[src/rtl/drum_dot_accum.sv]
// Dot-product accumulator behind the DRUM6 multiplier: sums len products, then hands off one result.
// Optional DRUM_ACC_SAT_EN: saturate the accumulator at all-ones instead of wrapping.
module drum_dot_accum #(
    parameter int ACC_W = 72,
    parameter int LEN_W = 16
) (
    input  logic             clk,
    input  logic             rst_n,
    input  logic             start,
    input  logic [LEN_W-1:0] len,
    output logic             busy,
    input  logic             p_valid,
    output logic             p_ready,
    input  logic [63:0]      p_data,
    output logic             o_valid,
    input  logic             o_ready,
    output logic [ACC_W-1:0] o_sum,
    output logic             o_ovf
);

`ifdef DRUM_ACC_SAT_EN
    localparam bit SAT = 1'b1;
`else
    localparam bit SAT = 1'b0;
`endif

    typedef enum logic [1:0] {IDLE, ACC, OUT} state_t;

    state_t           state;
    logic [ACC_W-1:0] acc;
    logic [LEN_W-1:0] remaining;
    logic             ovf;
    logic             p_ready_q;
    logic             o_valid_q;
    logic             busy_q;
    logic [ACC_W:0]   sum_p0;
    logic             xfer;

    // Carry out of the top accumulator bit either wraps away or pins the result at all-ones.
    function automatic logic [ACC_W-1:0] clamp_sum(input logic [ACC_W:0] s);
        return (SAT && s[ACC_W]) ? {ACC_W{1'b1}} : s[ACC_W-1:0];
    endfunction

    assign xfer   = p_valid & p_ready_q;
    assign sum_p0 = {1'b0, acc} + (ACC_W+1)'(p_data);

    always_ff @(posedge clk or negedge rst_n) begin
        if (!rst_n) begin
            state     <= IDLE;
            acc       <= '0;
            remaining <= '0;
            ovf       <= 1'b0;
            p_ready_q <= 1'b0;
            o_valid_q <= 1'b0;
            busy_q    <= 1'b0;
        end else begin
            case (state)
                IDLE: begin
                    if (start) begin
                        acc    <= '0;
                        ovf    <= 1'b0;
                        busy_q <= 1'b1;
                        if (len != '0) begin
                            remaining <= len;
                            p_ready_q <= 1'b1;
                            state     <= ACC;
                        end else begin
                            o_valid_q <= 1'b1;
                            state     <= OUT;
                        end
                    end
                end
                ACC: begin
                    if (xfer) begin
                        acc       <= clamp_sum(sum_p0);
                        ovf       <= ovf | sum_p0[ACC_W];
                        remaining <= remaining - 1'b1;
                        if (remaining == LEN_W'(1)) begin
                            p_ready_q <= 1'b0;
                            o_valid_q <= 1'b1;
                            state     <= OUT;
                        end
                    end
                end
                OUT: begin
                    if (o_ready) begin
                        o_valid_q <= 1'b0;
                        busy_q    <= 1'b0;
                        state     <= IDLE;
                    end
                end
                default: begin
                    p_ready_q <= 1'b0;
                    o_valid_q <= 1'b0;
                    busy_q    <= 1'b0;
                    state     <= IDLE;
                end
            endcase
        end
    end

    // Sum stays on o_sum after the handshake until the next start clears it.
    assign busy    = busy_q;
    assign p_ready = p_ready_q;
    assign o_valid = o_valid_q;
    assign o_sum   = acc;
    assign o_ovf   = ovf;

endmodule

[config.mk]
export PLATFORM = sky130hd
export DESIGN_NAME = drum_dot_accum
export DESIGN_NICKNAME = d
export VERILOG_FILES = /design/src/rtl/drum_dot_accum.sv
export SDC_FILE = /design/constraint.sdc
export NUM_CORES = 1
export LEC_CHECK = 0
export ABC_CLOCK_PERIOD_IN_PS = 5400
export CAP_MARGIN = 20
export CORE_ASPECT_RATIO = 0.7
export CORE_MARGIN = 3
export CORE_UTILIZATION = 56
export CTS_BUF_LIST = sky130_fd_sc_hd__clkbuf_4 sky130_fd_sc_hd__clkbuf_8
export DETAILED_ROUTE_END_ITERATION = 10
export GPL_ROUTABILITY_DRIVEN = 0
export GPL_TIMING_DRIVEN = 0
export PLACE_DENSITY = 0.87
export RECOVER_POWER = 100
export SLEW_MARGIN = 20
export SYNTH_ARGS = -nofsm -noshare
export SYNTH_HDL_FRONTEND = slang
export SYNTH_SLANG_ARGS = --single-unit
[constraint.sdc]
create_clock -name clk -period 5.4 [get_ports clk]
set_clock_uncertainty 0.1 [all_clocks]
set_input_delay 0.54 -clock clk [delete_from_list [all_inputs] [get_ports clk]]
set_output_delay 0.54 -clock clk [all_outputs]
set_load 0.02 [all_outputs]
Word-level counts from Yosys, hierarchy flattened. Index checks and enable logic that the tools add are counted. Widths: inputs -> output; s select.

Equal/unequal tests: 9. Reduce and logical (&&, ||, !) cells: 9. $add $sub $neg: 2. Muxes and demuxes: 29. Bitwise gates (word level): 4.

Operators by type and width (number): $mux 72 (2); $pmux 72 s2 (1); $add 72x64->73 (1); $mux 16 (3); $pmux 16 s2 (1); $eq 16x1->1 const B (1); $reduce_bool 16->1 (1); $sub 16x1->16 const B (1); $mux 1 (12); $ne 2x2->1 const B (6); $mux 2 (5); $reduce_and 5->1 (2); $pmux 1 s3 (3); $reduce_and 4->1 (2); $pmux 2 s3 (1); $reduce_and 3->1 (2); $eq 2x1->1 const B (1); $eq 2x2->1 const B (1); $logic_not 2->1 (1); $not 1->1 (2); $pmux 1 s2 (1); $reduce_bool 2->1 (1); $and 1x1->1 (1); $or 1x1->1 (1).

Bits in registers: 94. Logic and storage cells: 60.

Depth between registers and ports, before layout. Gate-level depths: netlist of run 1.

Word-level depth: 4. Mapped depth: 12. Depth with buffers taken out: 12.

Worst setup path before layout of run 1. OpenSTA, ideal clock, no wires.

Path type: input-to-reg. Start point: in p_data[0]. End point: reg acc[48] (netlist: o_sum[48]). Arrival time: 2918 ps. Path buffers: 0. Stages on the path: 12. Setup time: 129 ps. Slack: 2253 ps. Cells stage by stage: ha_1 > fa_1 > a211oi_1 > o21a_1 > nor3_4 > o211ai_4 > o31ai_2 > a31oi_1 > o21bai_1 > a221oi_1 > xor2_1 > o21ai_1.

Word-level cells in the longest chain between the ends: 3.

Ends and longest elaborated chain: start, declared (line 14) `input logic [63:0] p_data,`; $add 72x64->73 (line 45) `assign sum_p0 = {1'b0, acc} + (ACC_W+1)'(p_data);`; $mux 72 (line 74) `if (xfer) begin`; $pmux 72 s2 (line 57) `case (state)`; end signal, assigned (line 75) `acc <= clamp_sum(sum_p0);`; end, declared (line 30) `logic [ACC_W-1:0] acc;`.

Every way passes these cells. The select of a mux whose other input is x is not followed. A chain may end at the register's enable or synchronous reset.

Worst setup path after layout of run 1.
Start point: in p_data[2]. End point: reg acc[47] (netlist: o_sum[47]).

Same word-level chain as after synthesis.

==> results.md, run 1 <==
| Stage | Parameter | This run |
|---|---|---|
| worst setup path | Sort of element at the start of the critical path | input port |
| worst setup path | Maximum fanout along the worst path | 5 |
| cts | Root Driver | clkbuf_8 |
| detailed routing | Number of design-rule violations left by the first detailed-router iteration | 703 |
| final layout | Antenna diode instance count | 0 |
| synth | Yosys warnings | 0 |
| cts | CTS tree | done |
| final layout | Area used by sequential logic in the layout | 2350 sq um |
| cts | CTS H-tree depth | 3 |
| floorplanning | Number of top-level design ports | 161 |
| power and ir drop | Leakage dissipation | 4.43 nW |
| detailed routing | Number of remaining DRC errors | 0 |
| power and ir drop | Cell Int Power | 2.71 mW |
| worst setup path | Worst Setup End Kind | flop |
| timing | Smallest setup slack after layout | 0.883 ns |
| place | Worst setup slack before clock tree synthesis | 1.23 ns |
| detailed routing | Total vias in the final route | 8,111 |
| synth | Async set-reset flop share out of synthesis | 1.00 |
| floorplanning | Number of placement rows | 35 |
| global route | Global-route total usage across every layer | 0.293 |
| power and ir drop | Peak supply drop | 0.308 mV |
| synth | Seq cells post-synth | 94 |
| status | Violated checks | max-capacitance violations, max-slew violations |
| timing | Clock period minus worst slack | 4.52 ns |
| final layout | Fillcell total | 1,058 |
| power and ir drop | Net Sw Frac | 0.514 |
| worst setup path | Cell count of the worst reg-to-reg path | 11 |
| synth | Number of enable flip-flop cells after synthesis | 0 |
| floorplanning | Core area | 13,300 sq um |
| min path | Worst Hold Path Cells | 2 |
| cts | Number of gates resized after CTS | 0 |
| power and ir drop | Clk pwr share | 0.090 |
| place | Number of port buffers | 160 |
| min path | HP Class | reg -> reg |
| synth | Ys flop type | dfrtp_1 |
| worst setup path | Arrival @ worst endpoint | 4.74 ns |
| synth | Synth Cell Area | 7680 sq um |
| timing | Worst slew margin | -0.127 |
| synth | Post-synthesis net count | 1,103 |
| global route | Pin count of the biggest net entering global routing | 65 |
| place | Placed cell count | 1,297 |
| power and ir drop | Pwr/cell area | 577 nW/um^2 |
| worst setup path | Critical setup path kind | in -> reg |
| timing | Fin Setup TNS | 0 ns |
| final layout | Core Util, Final | 0.728 |
| cts | Number of CTS-inserted buffers | 9 |
| detailed routing | Detail-routed net length per standard cell | 17.4 um |
| detailed routing | Sum of routed wire length over all layers | 22,900 um |
| synth | Syn Inst Count | 951 |
| timing | Unrepaired setup endpoints after global routing | no |
| power and ir drop | Net switching power | 2.86 mW |
| final layout | Non-filler instance count after layout | 1,314 |
| global route | Global-route congestion overflow total | 0 |
| timing | Post-route clock period utilization | 0.836 |
| global route | Number of antenna violations at the first check in global routing | 0 |
| cts | CTS clock-pin slew for the worst setup and hold paths | 0.11 ns |
| final layout | Area of the multi-input gates | 5020 sq um |
| floorplanning | DIE AREA | 15,200 sq um |
| final layout | Signed area change from the synthesized netlist to the final layout | 25.9% |
| floorplanning | Overall die height | 104 um |
| worst setup path | Critical path launch point | p_data[2] |
| timing | Final setup violation count | 0 |
| detailed routing | Via-to-Cell Ratio | 6.17 |
| global route | First-pass GRT wire length | 37,100 um |
| synth | Register area share after synthesis | 0.306 |
| timing | Final Hold Fails | 0 |
| timing | Maximum frequency from static timing analysis | 221 MHz |
| power and ir drop | Combinational cell fraction of total power | 0.680 |
| cts | Largest buffer count on any clock path | 2 |
| global route | Via count of the first global-routing pass | 7,291 |
| worst setup path | Start of the worst register-to-register path | o_sum[2] |
| timing | Final slew viol count | 97 |
| power and ir drop | Sequential share of power | 0.229 |
| synth | Avg Synthesized Cell Area | 8.07 sq um |
| detailed routing | Antenna violation net count after detailed routing | 0 |
| synth | Count of cell types in the netlist | 67 |
| min path | Hold path startpoint | remaining[11] |
| final layout | Nets@finish | 1,276 |
| flow run | Max-capacitance violation count | 2 |
| worst setup path | Required time worst endpoint | 5.62 ns |
| place | Hpwl dp | 17,800 um |
| detailed routing | Detailed-routing iteration count for the pre-antenna-repair pass | 5 |
| status | Result of the run | finished, violations left |
| floorplanning | Width of the chip | 146 um |
| final layout | Proportion of layout cells with a drive suffix above 1 | 0.0257 |
| floorplanning | Effective utilization at floorplan | 0.579 |
| cts | Skew-Pair Late Insertion Delay | 0.39 ns |
| cts | Clock sink total | 94 |
| timing | Tightest Pin Transition | 1.69 ns |
## cells in the mapped netlist, types with 3 or more instances
cell / instances / area, sq um
o21ai_0: 93 / 465
nor3_1: 15 / 75.1
a21o_1: 39 / 293
a21oi_1: 103 / 515
o21ai_1: 22 / 110
ha_1: 66 / 826
a221oi_1: 3 / 26.3
a41oi_1: 4 / 35.0
nand2_1: 133 / 499
xnor2_1: 29 / 254
nor2_1: 52 / 195
inv_1: 14 / 52.6
and2_1: 7 / 43.8
nand3_1: 22 / 110
a31oi_1: 12 / 75.1
o211ai_1: 3 / 22.5
a22oi_1: 5 / 37.5
clkbuf_1: 44 / 165
nor2b_1: 3 / 18.8
nand2b_1: 7 / 43.8
o31ai_1: 9 / 67.6
and3_1: 9 / 56.3
dfrtp_1: 94 / 2350
a221o_1: 3 / 30.0
a22o_1: 4 / 35.0
a211oi_1: 8 / 60.1
o21bai_1: 14 / 105
nor4_1: 12 / 75.1
a211o_1: 3 / 26.3
or4_1: 4 / 30.0
o21a_1: 10 / 75.1
nand4_1: 23 / 144
buf_2: 5 / 25.0
xor2_1: 31 / 272
## power by group through the flow
stage                     logic [mW]  clock network, mW  registers (mW)
after CTS                       3.85              0.509            1.29
after detailed placement        3.83                  0            1.30
final                           3.79              0.504            1.28
after floorplan                 2.35                  0            1.54
after global placement          3.75                  0            1.29
after global routing            4.15              0.539            1.33
## worst paths after layout
| kind | slack (ns) | endpoint |
|---|---|---|
| min in group asynchronous | 1.02 | o_sum[16] |
| setup / recovery | 0.88 | o_sum[47] |
| max in group asynchronous | 1.79 | remaining[3] |
| hold reg to reg | 0.39 | remaining[11] |
| setup reg to reg | 1.19 | o_sum[47] |
| hold / removal | 0.39 | remaining[11] |
## metal layers
layer	track usage	vias up	wire [um]	share of wire
met5	0	-	0	0
met4	0.0698	0	402	0.018
met3	0.0819	46	2610	0.11
met2	0.416	474	9340	0.41
met1	0.440	3718	10600	0.46
li1	-	3873	-	-
## cell usage in the layout (no fill, tap or decap), types with 14 or more instances in the layout
cell type and instances:
xnor2_1 29, clkbuf_1 46, nor2_1 52, a21o_1 39, xor2_1 31, ha_1 66, nand2_1 133, nand4_1 23
o21ai_0 108, nor3_1 16, dfrtp_1 94, dlygate4sd3_1 80, clkdlybuf4s50_1 80, inv_1 14, nand3_1 22, a21oi_1 103
o21bai_1 14
## timing repair
| action | CTS | global route |
|---|---|---|
| setup buffers | 0 | 0 |
| endpoints found under the hold margin | 30 | 0 |
| hold buffers | 1 | 0 |
## kinds of logic after synthesis
logic type / Yosys count / share of synthesized area
and+or+nand+nor: 297 / 0.179
muxes: 2 / 0.00261
AOI/OAI and AO/OA: 366 / 0.301
buffers and inverters: 65 / 0.0326
DFF: 94 / 0.306
xor gates and xnor gates: 60 / 0.0685
adders and majority gates: 67 / 0.110
## area by class of cell
cell class	count	area share
buffer	51	0.0205
clock buffer	9	0.0128
clock inverter	7	0.00738
inverter	14	0.00544
multi-input combinational	792	0.520
sequential	94	0.243
tap	185	0.0240
timing repair buffer	162	0.167
## metrics by stage
stage / area [sq um] / total power, mW / hold slack (ns)
floorplan: 7680 / 3.89 / 0.144
detailed placement: 9540 / 5.12 / 0.340
global placement: 9510 / 5.03 / 0.372
CTS: 9740 / 5.65 / 0.407
global route: 9660 / 6.02 / 0.444
finish: 9660 / 5.58 / 0.395
## flip-flops by register name, summed over array words and instances (netlist names)
| register | flops |
|---|---|
| busy | 1 |
| state | 2 |
| o_sum | 72 |
| o_ovf | 1 |
| p_ready | 1 |
| remaining | 16 |
| o_valid | 1 |
## critical path: stages
cell and delay (ns):
dlygate4sd3_1 0.55, ha_1 0.38, o21ai_0 0.12, o21ai_0 0.36, a31oi_1 0.20, o21a_1 0.25
o31ai_1 0.67, a31oi_1 0.26, o21ai_0 0.63, a21oi_1 0.27, or4_1 0.44, nand3_1 0.08
Note: power is estimated with default switching activity, not from simulation.
==> run 2: changes to the inputs <==
--- a/config.mk
+++ b/config.mk
@@ -5,16 +5,16 @@
 export SDC_FILE = /design/constraint.sdc
 export NUM_CORES = 1
 export LEC_CHECK = 0
-export ABC_CLOCK_PERIOD_IN_PS = 5400
+export ABC_CLOCK_PERIOD_IN_PS = 4400
 export CAP_MARGIN = 20
 export CORE_ASPECT_RATIO = 0.7
 export CORE_MARGIN = 3
-export CORE_UTILIZATION = 56
+export CORE_UTILIZATION = 54
 export CTS_BUF_LIST = sky130_fd_sc_hd__clkbuf_4 sky130_fd_sc_hd__clkbuf_8
 export DETAILED_ROUTE_END_ITERATION = 10
 export GPL_ROUTABILITY_DRIVEN = 0
 export GPL_TIMING_DRIVEN = 0
-export PLACE_DENSITY = 0.87
+export PLACE_DENSITY = 0.84
 export RECOVER_POWER = 100
 export SLEW_MARGIN = 20
 export SYNTH_ARGS = -nofsm -noshare
==> constraint.sdc (replaced) <==
create_clock -name clk -period 4.4 [get_ports clk]
set_clock_uncertainty 0.1 [all_clocks]
set_input_delay 0.44 -clock clk [delete_from_list [all_inputs] [get_ports clk]]
set_output_delay 0.44 -clock clk [all_outputs]
set_load 0.02 [all_outputs]
==> results.md, run 2 (same netlist as run 1, synthesis figures left out) <==
| Stage | Parameter | This run |
|---|---|---|
| cts | # hold bufs at CTS | 1 |
| global route | Pin count of the biggest net entering global routing | 75 |
| power and ir drop | Peak supply drop | 0.375 mV |
| final layout | Highest-count cells in the layout ignoring fill and taps | 133 x nand2_1, 104 x o21ai_0, 103 x a21oi_1 |
| global route | Global-route total usage across every layer | 0.288 |
| cts | CTS tree | done |
| global route | Global-route congestion overflow total | 0 |
| timing | Unrepaired setup endpoints after global routing | no |
| cts | CTS clock-pin slew for the worst setup and hold paths | 0.10 ns |
| global route | Global routing met3 resource utilization | 0.0718 |
| cts | Root Driver | clkbuf_8 |
| place | Hpwl dp | 17,800 um |
| timing | Final Hold Fails | 0 |
| floorplanning | Overall die height | 106 um |
| detailed routing | Detailed-routing iteration count for the pre-antenna-repair pass | 6 |
| worst setup path | Cell count of the worst reg-to-reg path | 11 |
| timing | Final setup violation count | 0 |
| floorplanning | Number of top-level design ports | 161 |
| flow run | Max-capacitance violation count | 1 |
| detailed routing | Number of design-rule violations left by the first detailed-router iteration | 656 |
| cts | CTS H-tree depth | 3 |
| detailed routing | Antenna violation net count after detailed routing | 0 |
| global route | Number of antenna violations at the first check in global routing | 0 |
| global route | First-pass GRT wire length | 37,100 um |
| timing | Maximum frequency from static timing analysis | 253 MHz |
| worst setup path | Critical setup path kind | in -> reg |
| place | Cell area after placement | 9540 sq um |
| min path | Hold path startpoint | remaining[11] |
| floorplanning | Core area | 13,500 sq um |
| timing | Post-route clock period utilization | 0.898 |
| timing | Min Hold Slack | 0.392 ns |
| min path | Worst Hold Path Cells | 2 |
| timing | Worst slew margin | -0.286 |
| global route | Via count of the first global-routing pass | 7,286 |
| floorplanning | Number of placement rows | 35 |
| global route | Global-route met1 utilization | 0.445 |
| worst setup path | Required time worst endpoint | 4.61 ns |
| final layout | Nets@finish | 1,276 |
| final layout | Proportion of layout cells with a drive suffix above 1 | 0.0292 |
| final layout | Signed area change from the synthesized netlist to the final layout | 26.8% |
| cts | Skew-Pair Late Insertion Delay | 0.37 ns |
| floorplanning | Effective utilization at floorplan | 0.567 |
| final layout | Number of flip-flops under the largest register name | 72 |
| cts | Clock sink total | 94 |
| power and ir drop | Pwr/cell area | 712 nW/um^2 |
| worst setup path | Arrival @ worst endpoint | 4.16 ns |
| cts | Post-CTS Repair Setup Buffers | 0 |
| place | Number of port buffers | 160 |
| final layout | Area of the multi-input gates | 5060 sq um |
| power and ir drop | Total Power Consumption | 6.93 mW |
| detailed routing | Via-to-Cell Ratio | 6.03 |
| status | Violated checks | max-capacitance violations, max-slew violations |
| final layout | Post-Layout Inst Area | 9730 sq um |
| detailed routing | Number of remaining DRC errors | 0 |
| final layout | Fillcell total | 1,085 |
| worst setup path | Start of the worst register-to-register path | o_sum[2] |
| worst setup path | Critical path launch point | p_data[0] |
| floorplanning | Width of the chip | 149 um |
| power and ir drop | Leakage dissipation | 4.45 nW |
| global route | Most Used Layer, Global Route | met1 |
| detailed routing | Detail-routed net length per standard cell | 17.4 um |
| detailed routing | Total vias in the final route | 7,919 |
| timing | Tightest Pin Transition | 1.93 ns |
| final layout | Antenna diode instance count | 0 |
| worst setup path | Worst Setup End Kind | flop |
| cts | Largest buffer count on any clock path | 2 |
| worst setup path | Sort of element at the start of the critical path | input port |
| final layout | Most common cell after layout, fill and taps aside | nand2_1 |
| global route | Met2 Resource Use GR | 0.407 |
| timing | Final slew viol count | 75 |
| detailed routing | Sum of routed wire length over all layers | 22,800 um |
| cts | Number of CTS-inserted buffers | 9 |
| floorplanning | DIE AREA | 15,700 sq um |
| worst setup path | Maximum fanout along the worst path | 4 |
| status | Result of the run | finished, violations left |
| timing | Clock period minus worst slack | 3.95 ns |
| final layout | Area used by sequential logic in the layout | 2350 sq um |
| min path | HP Class | reg -> reg |
| cts | Number of gates resized after CTS | 0 |
==> run 2: cell count changes in the layout (fill, tap and decap cells not counted), sizes merged <==
cell,before,now
clkinv,3,1
clkbuf,56,58
clkdlybuf4s50,80,81
bufinv,1,2
buf,6,5
dlygate4sd3,80,79
==> run 2: layer usage <==
layer,up-vias,wire length [um]
met1,3611,10800
met5,-,0
li1,3871,-
met2,403,9320
met4,0,286
met3,34,2410
==> run 2: metrics by stage <==
step                utilization  worst slack [ns]  cells  setup TNS (ns)
finish                    0.719             0.447   1314               0
global route              0.719             0.294   1314               0
CTS                       0.723             0.738   1314               0
detailed placement        0.705             0.346   1297               0
global placement          0.703            -0.920   1296          -85.43
floorplan                     -              1.31    951               0
==> run 2: layout make-up <==
class	instances	share of cell area
well taps	185	0.0238
repair buffers	162	0.165
inverters	14	0.00540
clock buffers	10	0.0141
flip-flops and latches	94	0.242
clock inverters	6	0.00939
plain buffers	51	0.0203
multi-input cells	792	0.520
==> run 2: critical path, cell delays in order <==
cell and delay, ns:
dlygate4sd3_1 0.59, ha_1 0.23, a211oi_1 0.11, o21ai_1 0.26, a31oi_1 0.18, o21a_1 0.24
o31ai_1 0.68, a31oi_1 0.25, o21ai_1 0.44, a21oi_1 0.22, or4_1 0.43, nand3_1 0.08
==> run 2: report_power, final <==
group          total (mW)  switching [mW]  leakage, nW  internal [mW]
clock network       0.686           0.344        0.118          0.341
logic                4.67            2.84         3.09           1.83
registers            1.58           0.333         1.24           1.24
total                6.93            3.52         4.45           3.41
==> run 2: final timing paths <==
check / to / slack [ns]
worst max-delay path: o_sum[47] / 0.45
worst min-delay path: remaining[11] / 0.39
max in group asynchronous: o_sum[1] / 1.06
worst max register to register: o_sum[47] / 0.56
worst min register to register: remaining[11] / 0.39
min in group asynchronous: o_sum[16] / 0.67
